==> src/rtl/wall_tracker.sv <==
// wall_tracker
//   Stores up to NUM_WALLS wall positions received from the wall generators.
//   For the pixel currently being drawn it reports whether the pixel lies
//   inside any stored wall. Once per frame it scans the table, one slot per
//   cycle, and reports whether the player box overlaps any wall.
//
// Ports
//   pixel_clk    sole clock, rising edge
//   reset        synchronous, active-low
//   in_valid     wall coordinate offered
//   in_x/in_y    wall top-left corner
//   in_ready     table can accept a coordinate this cycle
//   clear        one-cycle pulse, empties the table
//   hcount/vcount current pixel position
//   wall_pixel   registered: previous cycle's pixel is inside a valid wall
//   frame_start  one-cycle pulse, starts a collision scan
//   player_x/y   player box top-left corner (box is WALL_W x WALL_H)
//   hit          result of the last completed scan
//   hit_valid    one-cycle pulse when hit is updated
//   wall_count   number of valid slots
module wall_tracker #(
  parameter int NUM_WALLS = 4,
  parameter int WALL_W    = 16,
  parameter int WALL_H    = 16,
  parameter int SCREEN_W  = 640,
  parameter int SCREEN_H  = 480
) (
  input  logic        pixel_clk,
  input  logic        reset,
  input  logic        in_valid,
  input  logic [10:0] in_x,
  input  logic [10:0] in_y,
  output logic        in_ready,
  input  logic        clear,
  input  logic [10:0] hcount,
  input  logic [10:0] vcount,
  output logic        wall_pixel,
  input  logic        frame_start,
  input  logic [10:0] player_x,
  input  logic [10:0] player_y,
  output logic        hit,
  output logic        hit_valid,
  output logic [3:0]  wall_count
);

  localparam int               WPW      = $clog2(NUM_WALLS);
  localparam logic [3:0]       NW4      = 4'(NUM_WALLS);
  localparam logic [WPW-1:0]   IDX_LAST = WPW'(NUM_WALLS - 1);
  localparam logic [WPW-1:0]   ONE      = WPW'(1);
  localparam logic [11:0]      WW12     = 12'(WALL_W);
  localparam logic [11:0]      WH12     = 12'(WALL_H);
  localparam logic [10:0]      XMAX     = 11'(SCREEN_W - WALL_W);
  localparam logic [10:0]      YMAX     = 11'(SCREEN_H - WALL_H);

  typedef enum logic [1:0] {
    IDLE,
    SCAN,
    REPORT
  } state_e;

  state_e               state_q;
  logic [NUM_WALLS-1:0] valid_q;
  logic [10:0]          x_q [NUM_WALLS];
  logic [10:0]          y_q [NUM_WALLS];
  logic [WPW-1:0]       wp_q;
  logic [3:0]           count_q;
  logic [WPW-1:0]       idx_q;
  logic [10:0]          px_q;
  logic [10:0]          py_q;
  logic                 acc_q;
  logic                 hit_q;
  logic                 hit_valid_q;
  logic                 wall_pixel_q;
  logic                 wall_pixel_d;
  logic                 scan_hit_d;
  logic                 accept;
  logic                 store;

  // Reset gates ready so nothing is accepted while reset is held.
  assign in_ready = reset && (state_q == IDLE) && (count_q < NW4) && !clear;
  assign accept   = in_valid && in_ready;
  // Zero is the generator's "unset" value; off-screen walls are dropped too.
  assign store    = accept && (in_x != '0) && (in_y != '0)
                    && !(in_x > XMAX) && !(in_y > YMAX);

  assign wall_pixel = wall_pixel_q;
  assign hit        = hit_q;
  assign hit_valid  = hit_valid_q;
  assign wall_count = count_q;

  // Render match across all slots; bounds in 12 bits so x+WALL_W cannot wrap.
  always_comb begin
    wall_pixel_d = 1'b0;
    for (int unsigned i = 0; i < NUM_WALLS; i++) begin
      if (valid_q[i]
          && ({1'b0, hcount} >= {1'b0, x_q[i]})
          && ({1'b0, hcount} <  ({1'b0, x_q[i]} + WW12))
          && ({1'b0, vcount} >= {1'b0, y_q[i]})
          && ({1'b0, vcount} <  ({1'b0, y_q[i]} + WH12))) begin
        wall_pixel_d = 1'b1;
      end
    end
  end

  // Strict overlap test: boxes that only share an edge do not collide.
  always_comb begin
    scan_hit_d = valid_q[idx_q]
                 && ({1'b0, px_q} < ({1'b0, x_q[idx_q]} + WW12))
                 && ({1'b0, x_q[idx_q]} < ({1'b0, px_q} + WW12))
                 && ({1'b0, py_q} < ({1'b0, y_q[idx_q]} + WH12))
                 && ({1'b0, y_q[idx_q]} < ({1'b0, py_q} + WH12));
  end

  always_ff @(posedge pixel_clk) begin
    if (!reset) begin
      state_q      <= IDLE;
      valid_q      <= '0;
      wp_q         <= '0;
      count_q      <= '0;
      idx_q        <= '0;
      px_q         <= '0;
      py_q         <= '0;
      acc_q        <= 1'b0;
      hit_q        <= 1'b0;
      hit_valid_q  <= 1'b0;
      wall_pixel_q <= 1'b0;
      for (int unsigned i = 0; i < NUM_WALLS; i++) begin
        x_q[i] <= '0;
        y_q[i] <= '0;
      end
    end else begin
      wall_pixel_q <= wall_pixel_d;
      hit_valid_q  <= 1'b0;

      // Clear wins over a same-cycle write; a scan in progress then sees
      // the remaining slots as invalid.
      if (clear) begin
        valid_q <= '0;
        wp_q    <= '0;
        count_q <= '0;
      end else if (store) begin
        valid_q[wp_q] <= 1'b1;
        x_q[wp_q]     <= in_x;
        y_q[wp_q]     <= in_y;
        wp_q          <= wp_q + ONE;
        count_q       <= count_q + 4'd1;
      end

      case (state_q)
        IDLE: begin
          if (frame_start) begin
            state_q <= SCAN;
            px_q    <= player_x;
            py_q    <= player_y;
            idx_q   <= '0;
            acc_q   <= 1'b0;
          end
        end
        SCAN: begin
          acc_q <= acc_q | scan_hit_d;
          idx_q <= idx_q + ONE;
          if (idx_q == IDX_LAST) begin
            state_q <= REPORT;
          end
        end
        REPORT: begin
          hit_q       <= acc_q;
          hit_valid_q <= 1'b1;
          state_q     <= IDLE;
        end
        default: state_q <= IDLE;
      endcase
    end
  end

endmodule

==> config.mk <==
export PLATFORM = sky130hd
export DESIGN_NAME = wall_tracker
export DESIGN_NICKNAME = d
export VERILOG_FILES = /design/src/rtl/wall_tracker.sv
export SDC_FILE = /design/constraint.sdc
export NUM_CORES = 1
export LEC_CHECK = 0
export BUFFER_PORTS_ARGS = -buffer_cell sky130_fd_sc_hd__buf_2
export CAP_MARGIN = 20
export CORE_MARGIN = 2
export CORE_UTILIZATION = 62
export CTS_CLUSTER_DIAMETER = 80
export DETAILED_ROUTE_END_ITERATION = 7
export PLACE_DENSITY = 0.89
export SLEW_MARGIN = 5
export SYNTH_ARGS = -nofsm -noshare
export SYNTH_HDL_FRONTEND = slang
export SYNTH_SLANG_ARGS = --single-unit
==> constraint.sdc <==
create_clock -name pixel_clk -period 3.7 [get_ports pixel_clk]
set_clock_uncertainty 0.1 [all_clocks]
set_input_delay 0.185 -clock pixel_clk [delete_from_list [all_inputs] [get_ports pixel_clk]]
set_output_delay 0.185 -clock pixel_clk [all_outputs]
set_load 0.005 [all_outputs]
# Word level (Yosys, flattened, before mapping)
# Memories as Yosys holds them, arrays and structs flattened. A register that Yosys moved wholly into a read port is not among the register bits.
# Index checks and enable logic that the tools add are counted.
totals:
  ramBits: 88
  output_inout_bits: 8
  latch_bits: 0
  memories: 2
  romBits: 0
  ff_bits: 40
  word_cells: 135
memory_table:
  columns: ["memory", "words", "word_bits", "read_ports", "rd_ports_with_merged_regs", "wr", "line_no", "text"]
  rows:
  - ["x_q", 4, 11, 5, 1, 4, "63", "logic [10:0] x_q [NUM_WALLS];"]
  - ["y_q", 4, 11, 5, 1, 4, "64", "logic [10:0] y_q [NUM_WALLS];"]
classes:
  div: 0
  n_shift: 0
  reduce_logical: 42
  n_addsub: 15
  n_mul: 0
  eq_ne: 5
  mux: 31
  magnitude_cmp: 26
  n_bitwise: 3
op_table:
  columns: ["operator", "n"]
  rows:
  - ["adder 11 x 5 -> 12 bit (second input constant)", 12]
  - ["< comparator 11 x 12 -> 1 bit", 12]
  - ["greater-or-equal comparator 11 bit", 8]
  - ["logical AND 1 bit", 29]
  - ["two-way mux 11 bit", 2]
  - ["nonzero test 11 bit", 2]
  - ["OR reduction 11 bit", 2]
  - ["two-way mux 2 bit", 9]
  - ["two-way mux 1 bit", 15]
  - ["greater-than comparator 11 x 10 -> 1 bit (second input constant)", 1]
  - ["greater-than comparator 11 x 9 -> 1 bit (second input constant)", 1]
  - ["one-hot mux 2 bit (2 select lines)", 2]
  - ["< comparator 2 x 3 -> 1 bit (second input constant)", 2]
  - ["AND reduction 2 bit", 3]
  - ["adder 2 x 1 -> 2 bit (second input constant)", 2]
  - ["adder 4 x 1 -> 4 bit (second input constant)", 1]
  - ["== test 2 bit (second input constant)", 2]
  - ["< comparator 4 x 3 -> 1 bit (second input constant)", 1]
  - ["inequality test 2 bit (second input constant)", 2]
  - ["OR 4 bit", 1]
  - ["zero test 1 bit", 3]
  - ["binary-select mux 1 bit (select 2 bit)", 1]
  - ["demux 1 bit (select 2 bit)", 1]
  - ["== test 2 x 1 -> 1 bit (second input constant)", 1]
  - ["7 further kinds", 7]

# Logic depth before layout (Yosys ltp)
# Gate-level depths: netlist of the first run.
depth:
  word_depth: 15
  depth_mapped: 13
  mapped_depth_nobuf: 12

# Least setup slack after synthesis of the first run
# OpenSTA, ideal clock, no wires.
synth_timing:
  kind: "reg2reg"
  start: "register state_q[1]"
  end: "memory x_q[3][0] (enable)"
  setup_slack_ns: 0.599
  path_buffers: 1
  path_stages_with_launch: 8
  arrival_ns: 2.589
  cell_sequence: "dfxtp_1 -> nor2_1 -> nor4b_2 -> nand3_1 -> a211oi_2 -> buf_4 -> nand3b_1 -> a22oi_1"
synth_lines:
  columns: ["element", "line_no", "text"]
  rows:
  - ["from (decl)", "61", "state_e state_q;"]
  - ["from (signal assigned)", "116", "state_q <= IDLE;"]
  - ["from (signal assigned)", "152", "state_q <= SCAN;"]
  - ["from (signal assigned)", "163", "state_q <= REPORT;"]
  - ["to (decl)", "63", null]

==> results.cfg, run 1 <==
[die]
area_enclosed_by_the_die_boundary_mm2 = 0.0187
die_x_um = 137
die_h_um = 137
rows = 48
pin_count = 79
floorplan.initialDensity_pct = 63.4
fp.coreArea_mm2 = 0.0172

[outcome]
run_status = completed

[sta]
tns_ns = 0
timing.hold.ws_ns = 0.00954
achievable-frequency_mhz = 296
period_share_pct = 91.3
grt_setup_unrepaired = no
drv_slew = 0
worst-slew-pin-transition_ns = 1.02
postLayoutSetupSlackWorst_ns = 0.322
slew_headroom_pct = 32.2
timing_hold_violations_final = 0
report.final.setup_viol = 0
fin_crit_ns = 3.38

[setup_path]
cpPeakStageDelay_ns = 0.70
timing.critical_path.slowest_stage_cell = sky130_fd_sc_hd__mux4_1
worstSetupEndpointType = flop
critical_path_class = flop to flop
crit_path_cell_trace = mux4_1 > ha_1 > nand2_1 > xor2_1 > ha_1 > a21o_1 > a21o_1 > a21oi_1 > o21ai_0 > o211ai_1 > nand4_1 > a2bb2oi_1
worst-endpoint-arrival_ns = 3.65
maximum_fanout_along_the_worst_path = 9
critPathRequiredTime_ns = 3.97
worst_setup_path_start_kind = flop
cp_num_buf_inv = 0
critical_path.top_delay_family = compound AO/OA/AOI/OAI gates

[power]
pwr-share-comb_pct = 19.7
powerDensity_mw_per_mm2 = 332
internal-power_mw = 2.96
ir_drop_mv = 0.369
p_sw_share_pct = 29.0
power_leakage_nw = 5.47
pwr-share-seq_pct = 40.6
power.clock.fraction_pct = 39.8
total_switching_power_mw = 1.21
report.power.total_mw = 4.16

[global_route]
grt_start_max_net_pins = 39
grt_first_pass_wirelength_mm = 46.3
number_of_global_route_vias_before_repair = 9029
grt_antenna_before_repair = 1
globalRouteTotalUtil_pct = 32.6
grt_overflow = 0

[yosys]
netlist.area_leader.share_pct = 24.2
ys.flop_type = sky130_fd_sc_hd__edfxtp_1
yosysUniqueCellTypes = 61
cell_taking_the_most_area_after_synthesis = sky130_fd_sc_hd__edfxtp_1
synthesis.area_mm2 = 0.0109
synth.area.top_cells = sky130_fd_sc_hd__edfxtp_1, sky130_fd_sc_hd__ha_1, sky130_fd_sc_hd__dfxtp_1
synth_enable_flop_cells = 88
synthesis.yosys.warnings = 0
synth_cells = 1114
synth_seq_cells = 130
asyncSetResetFlopFracSynth_pct = 0
yosysSeqAreaShare_pct = 31.9
syn-mean-instance-area_um2 = 9.81

[place]
placement.cell_area_mm2 = 0.0117
place.detailed.hpwl_mm = 22.2
finalWeightedCongestion = 1.05
post-place-cells = 1423
dpl_worst_slack_ns = 0.356
place.port_buffers = 78

[cts]
cts.repair_timing.setup_buffer_count = 0
clock_tree.root_cell = sky130_fd_sc_hd__clkbuf_16
post_cts_resized = 0
total_cts_buffers = 17
cts.path.max_buffers = 2
clk_pin_slew_ns = 0.07
tritoncts = built
cts-htree-levels = 4
clk-insertion-delay-late_ns = 0.43
clock_sinks = 130

[drt]
drt-wirelength-per-cell_um = 19.8
drt_first_iter_violations = 749
aggregate_routed_wire_length_mm = 29.3
detail-route-antenna-nets = 0
avgViaCountPerCell = 6.26
drt-pass1-iter-count = 5
drc = 0
vias_post_dr = 9280

[cells_and_area]
layoutNonFillerInstCount = 1483
post-route-util_pct = 72.7
synthToLayoutAreaGrowth_pct = 14.6
final_design_area_no_fill_mm2 = 0.0125
antenna_cells = 0
post_route_cells_drive_above_1_share_pct = 11.6
final_net_count = 1517

[hold_path]
hp-class = input pin to flop

[flow_run]
maxCapViolations = 0
## worst paths after layout
path | from | slack, ns | end | cells past startpoint
hold / removal | in_y[2] | 0.01 | y_q[3][2] | 2
setup reg to reg | flop | 0.32 | acc_q | 12
hold reg to reg | wall_count[3] | 0.36 | wall_count[3] | 2
setup / recovery | flop | 0.32 | acc_q | 12
## per-layer routing
metal / GRT usage, % / routed length (um)
met4: 16.5 / 1220
met3: 5.04 / 2860
met2: 52.1 / 13300
met1: 43.1 / 12000
met5: 0 / 0
## cell usage in the layout (no fill, tap or decap), drive strengths merged, types with 6 or more instances in the layout
cell type	instances
o21ai	39
a21oi	41
clkinv	7
ha	200
nand4	15
xor2	13
and3	17
nand3	51
a21o	17
conb	12
nand2b	15
nor2	39
xnor2	48
buf	95
dlygate4sd3	29
inv	116
a211oi	14
nor3	20
nor4	11
clkbuf	18
a21boi	23
o21a	11
and2	81
o211ai	11
o2111ai	9
dfxtp	42
a31oi	6
nand2	73
mux4	23
edfxtp	88
nor2b	13
## flip-flops by register name (all words and copies together) (netlist names), named ones only
name / flops
state_q: 2
valid_q: 4
px_q: 11
py_q: 11
wp_q: 2
wall_count: 4
hit_valid: 1
idx_q: 2
x_q: 44
wall_pixel: 1
hit: 1
acc_q: 1
y_q: 44
## logic make-up after synthesis
logic type	Yosys count	synth area share, %
simple gates	352	17.3
compound gates	205	12.6
fa+ha+maj	200	22.9
buf+inv	137	4.98
flops	130	31.9
xor+xnor	61	4.89
mux	28	5.45
other cells	1	0.0343
## worst register-to-register path, delay by kind of cell (launching register included)
family,cells,cell delay [ns]
xor+xnor,1,0.18
fa+ha+maj,2,0.55
flops,1,0.64
compound gates,6,0.96
mux,1,0.70
simple gates,2,0.21
## cells in the mapped netlist (all sizes together) (5+ instances only)
| cell | n |
|---|---|
| a211oi | 14 |
| a21boi | 23 |
| a21o | 17 |
| a21oi | 41 |
| a31oi | 6 |
| and2 | 81 |
| and3 | 17 |
| and4 | 5 |
| buf | 12 |
| clkbuf | 10 |
| dfxtp | 42 |
| edfxtp | 88 |
| ha | 200 |
| inv | 115 |
| mux4 | 23 |
| nand2 | 73 |
| nand2b | 15 |
| nand3 | 51 |
| nand4 | 15 |
| nor2 | 39 |
| nor2b | 13 |
| nor3 | 20 |
| nor4 | 11 |
| o2111ai | 9 |
| o211ai | 11 |
| o21a | 11 |
| o21ai | 39 |
| o22ai | 5 |
| or4 | 5 |
| xnor2 | 48 |
| xor2 | 13 |
## what timing repair did
item,4_1_cts,5_1_grt
hold buffers,29,0
setup endpoints to repair,0,0
hold endpoints to repair,42,0
## layout make-up
class,instances,area [um^2]
Multi-Input combinational cell,858,6950
Fill cell,1169,4710
Sequential cell,130,3480
Timing Repair Buffer,124,808
Inverter,115,432
Clock buffer,18,429
Tap cell,225,282
Clock inverter,13,139
## power by group through the flow
| stage | combinational [mW] | sequential, mW | clock [mW] |
|---|---|---|---|
| after floorplan | 0.525 | 1.68 | 0 |
| after global placement | 0.727 | 1.71 | 0 |
| after detailed placement | 0.766 | 1.71 | 0 |
| after CTS | 0.803 | 1.68 | 1.66 |
| after global routing | 0.912 | 1.69 | 1.72 |
| final | 0.818 | 1.69 | 1.66 |
(Power assumes the default switching activity.)
==> inputs of run 2 (changes only) <==
--- a/config.mk
+++ b/config.mk
@@ -7,6 +7,7 @@
 export LEC_CHECK = 0
 export BUFFER_PORTS_ARGS = -buffer_cell sky130_fd_sc_hd__buf_2
 export CAP_MARGIN = 20
+export CORE_ASPECT_RATIO = 1.1
 export CORE_MARGIN = 2
 export CORE_UTILIZATION = 62
 export CTS_CLUSTER_DIAMETER = 80
==> run 2 against run 1 <==
Net effect: register-to-register slack gained 0.02 ns; die area barely moved; cell count increased by 0.61%; total power is 0.97% lower; sequential power is essentially flat; wire length down 0.11%; utilization up 0.39 points; sequential share of layout area is essentially flat; first-iteration DRC count grew 21%; worst setup slack gained 0.017 ns; maximum frequency is 0.52% higher; largest power group unchanged; highest routed layer unchanged.
==> results.cfg, run 2 (synthesized netlist as in run 1, its figures left out) <==
[hold_path]
hp-class = input pin to flop
timing.hold.worst_endpoint = y_q[3][2]
hold_path.startpoint = in_y[2]
hold_depth = 2

[drt]
drc = 0
met2_length_mm = 13.4
maxUsedRoutingLayer = met4
aggregate_routed_wire_length_mm = 29.3
drt-wirelength-per-cell_um = 19.6
avgViaCountPerCell = 6.21
detail-route-antenna-nets = 0
drt_first_iter_violations = 909
drt-pass1-iter-count = 7
vias_post_dr = 9262
wl_met1_mm = 11.4
met3_length_mm = 2.94

[global_route]
grt_antenna_before_repair = 0
number_of_global_route_vias_before_repair = 9398
grt_start_max_net_pins = 39
grt_overflow = 0
grt_first_pass_wirelength_mm = 47.3
globalRouteTotalUtil_pct = 33.2

[die]
fp.coreArea_mm2 = 0.0171
rows = 50
floorplan.initialDensity_pct = 63.8
area_enclosed_by_the_die_boundary_mm2 = 0.0187
die_x_um = 131
die_h_um = 143
pin_count = 79

[power]
total_switching_power_mw = 1.22
pwr-share-seq_pct = 41.0
internal-power_mw = 2.90
powerDensity_mw_per_mm2 = 329
power.clock.fraction_pct = 39.1
power_leakage_nw = 5.45
ir_drop_mv = 0.337
p_sw_share_pct = 29.7
pwr-share-comb_pct = 19.9

[setup_path]
timing.rr.end = acc_q
maximum_fanout_along_the_worst_path = 9
reg2regPathDepth = 12
r2r_slack_ns = 0.34
critical_path_class = flop to flop
worst_setup_path_start_kind = flop
worstSetupEndpointType = flop
critPathRequiredTime_ns = 3.96
worst-endpoint-arrival_ns = 3.62

[place]
place.port_buffers = 78
dpl_worst_slack_ns = 0.471
finalWeightedCongestion = 0.984
place.detailed.hpwl_mm = 21.8

[cells_and_area]
synthToLayoutAreaGrowth_pct = 14.6
post_route_cells_drive_above_1_share_pct = 11.7
final_net_count = 1516
mostFrequentLayoutCell = sky130_fd_sc_hd__ha_1
layout.cells.most_common_list = sky130_fd_sc_hd__ha_1, sky130_fd_sc_hd__inv_1, sky130_fd_sc_hd__edfxtp_1, sky130_fd_sc_hd__and2_1, sky130_fd_sc_hd__buf_2
top_regs = x_q x44, y_q x44
antenna_cells = 0

[sta]
slew_headroom_pct = 34.3
achievable-frequency_mhz = 298
grt_setup_unrepaired = no
postLayoutSetupSlackWorst_ns = 0.339
worst-slew-pin-transition_ns = 0.985
tns_ns = 0
timing.hold.ws_ns = 0.00797
fin_crit_ns = 3.36
period_share_pct = 90.8
drv_slew = 0
timing_hold_violations_final = 0
report.final.setup_viol = 0

[flow_run]
maxCapViolations = 0

[cts]
clock_sinks = 130
total_cts_buffers = 17
clk-insertion-delay-late_ns = 0.43
clk_pin_slew_ns = 0.06
cts.path.max_buffers = 2
tritoncts = built
clock_tree.root_cell = sky130_fd_sc_hd__clkbuf_16
cts-htree-levels = 4

[outcome]
run_status = completed
[run 2: changes by cell type in the layout (fill, tap and decap cells not counted)]
cell                            delta
sky130_fd_sc_hd__buf_4             -2
sky130_fd_sc_hd__dlygate4sd3_1     +1
sky130_fd_sc_hd__clkinv_2          +1
sky130_fd_sc_hd__inv_6             +3
sky130_fd_sc_hd__clkinv_1          -1
sky130_fd_sc_hd__clkinv_4          -2
sky130_fd_sc_hd__bufinv_16         -1
sky130_fd_sc_hd__clkbuf_1          -1
sky130_fd_sc_hd__clkinvlp_4        +2
[run 2: timing repair]
action	4_1_cts	5_1_grt
resized for setup	0	0
setup buffers	0	0
endpoints found under the hold margin	43	0
hold buffers	30	0
[run 2: worst max path at each step]
stage                     end  slack (ns)  depth (start not counted)       start
detailed placement      acc_q        0.47                         12        flop
global route            acc_q        0.13                         12        flop
CTS                     acc_q        0.36                         12        flop
global placement        acc_q        0.55                         12        flop
floorplan           x_q[3][0]        0.60                          7  state_q[1]
finish                  acc_q        0.34                         12        flop
[run 2: routing by layer]
metal,track usage [%],vias up
met1,42.0,4293
met3,6.18,141
met5,0,-
li1,-,4325
met4,17.8,0
met2,53.7,503
[run 2: area by class of cell]
class | instances | area, um^2
Fill cell | 1199 | 4620
Clock inverter | 15 | 134
Clock buffer | 17 | 425
Tap cell | 234 | 293
Inverter | 115 | 432
Multi-Input combinational cell | 858 | 6950
Sequential cell | 130 | 3480
Timing Repair Buffer | 123 | 803
[run 2: through the flow]
stage,util [%],cells,power (mW),cell area (um^2)
floorplan,-,1125,2.20,11000
global placement,68.1,1430,2.43,11700
detailed placement,68.1,1430,2.47,11700
CTS,73.1,1492,4.11,12500
global route,73.1,1492,4.30,12500
finish,73.1,1492,4.12,12500
[run 2: critical path: stages, from the launching register on]
cell and delay [ns]:
sky130_fd_sc_hd__dfxtp_1 0.64, sky130_fd_sc_hd__mux4_1 0.70, sky130_fd_sc_hd__ha_1 0.28, sky130_fd_sc_hd__nand2_1 0.11, sky130_fd_sc_hd__xor2_1 0.18, sky130_fd_sc_hd__ha_1 0.27
sky130_fd_sc_hd__a21o_1 0.18, sky130_fd_sc_hd__a21o_1 0.17, sky130_fd_sc_hd__a21oi_1 0.17, sky130_fd_sc_hd__o21ai_0 0.11, sky130_fd_sc_hd__o211ai_1 0.11, sky130_fd_sc_hd__nand4_1 0.12
sky130_fd_sc_hd__a2bb2oi_1 0.14
[run 2: power groups by stage]
stage	sequential, mW	combinational [mW]	clock [mW]
after floorplan	1.68	0.525	0
final	1.69	0.819	1.61
after global routing	1.69	0.918	1.68
after global placement	1.71	0.715	0
after detailed placement	1.71	0.759	0
after CTS	1.68	0.803	1.62
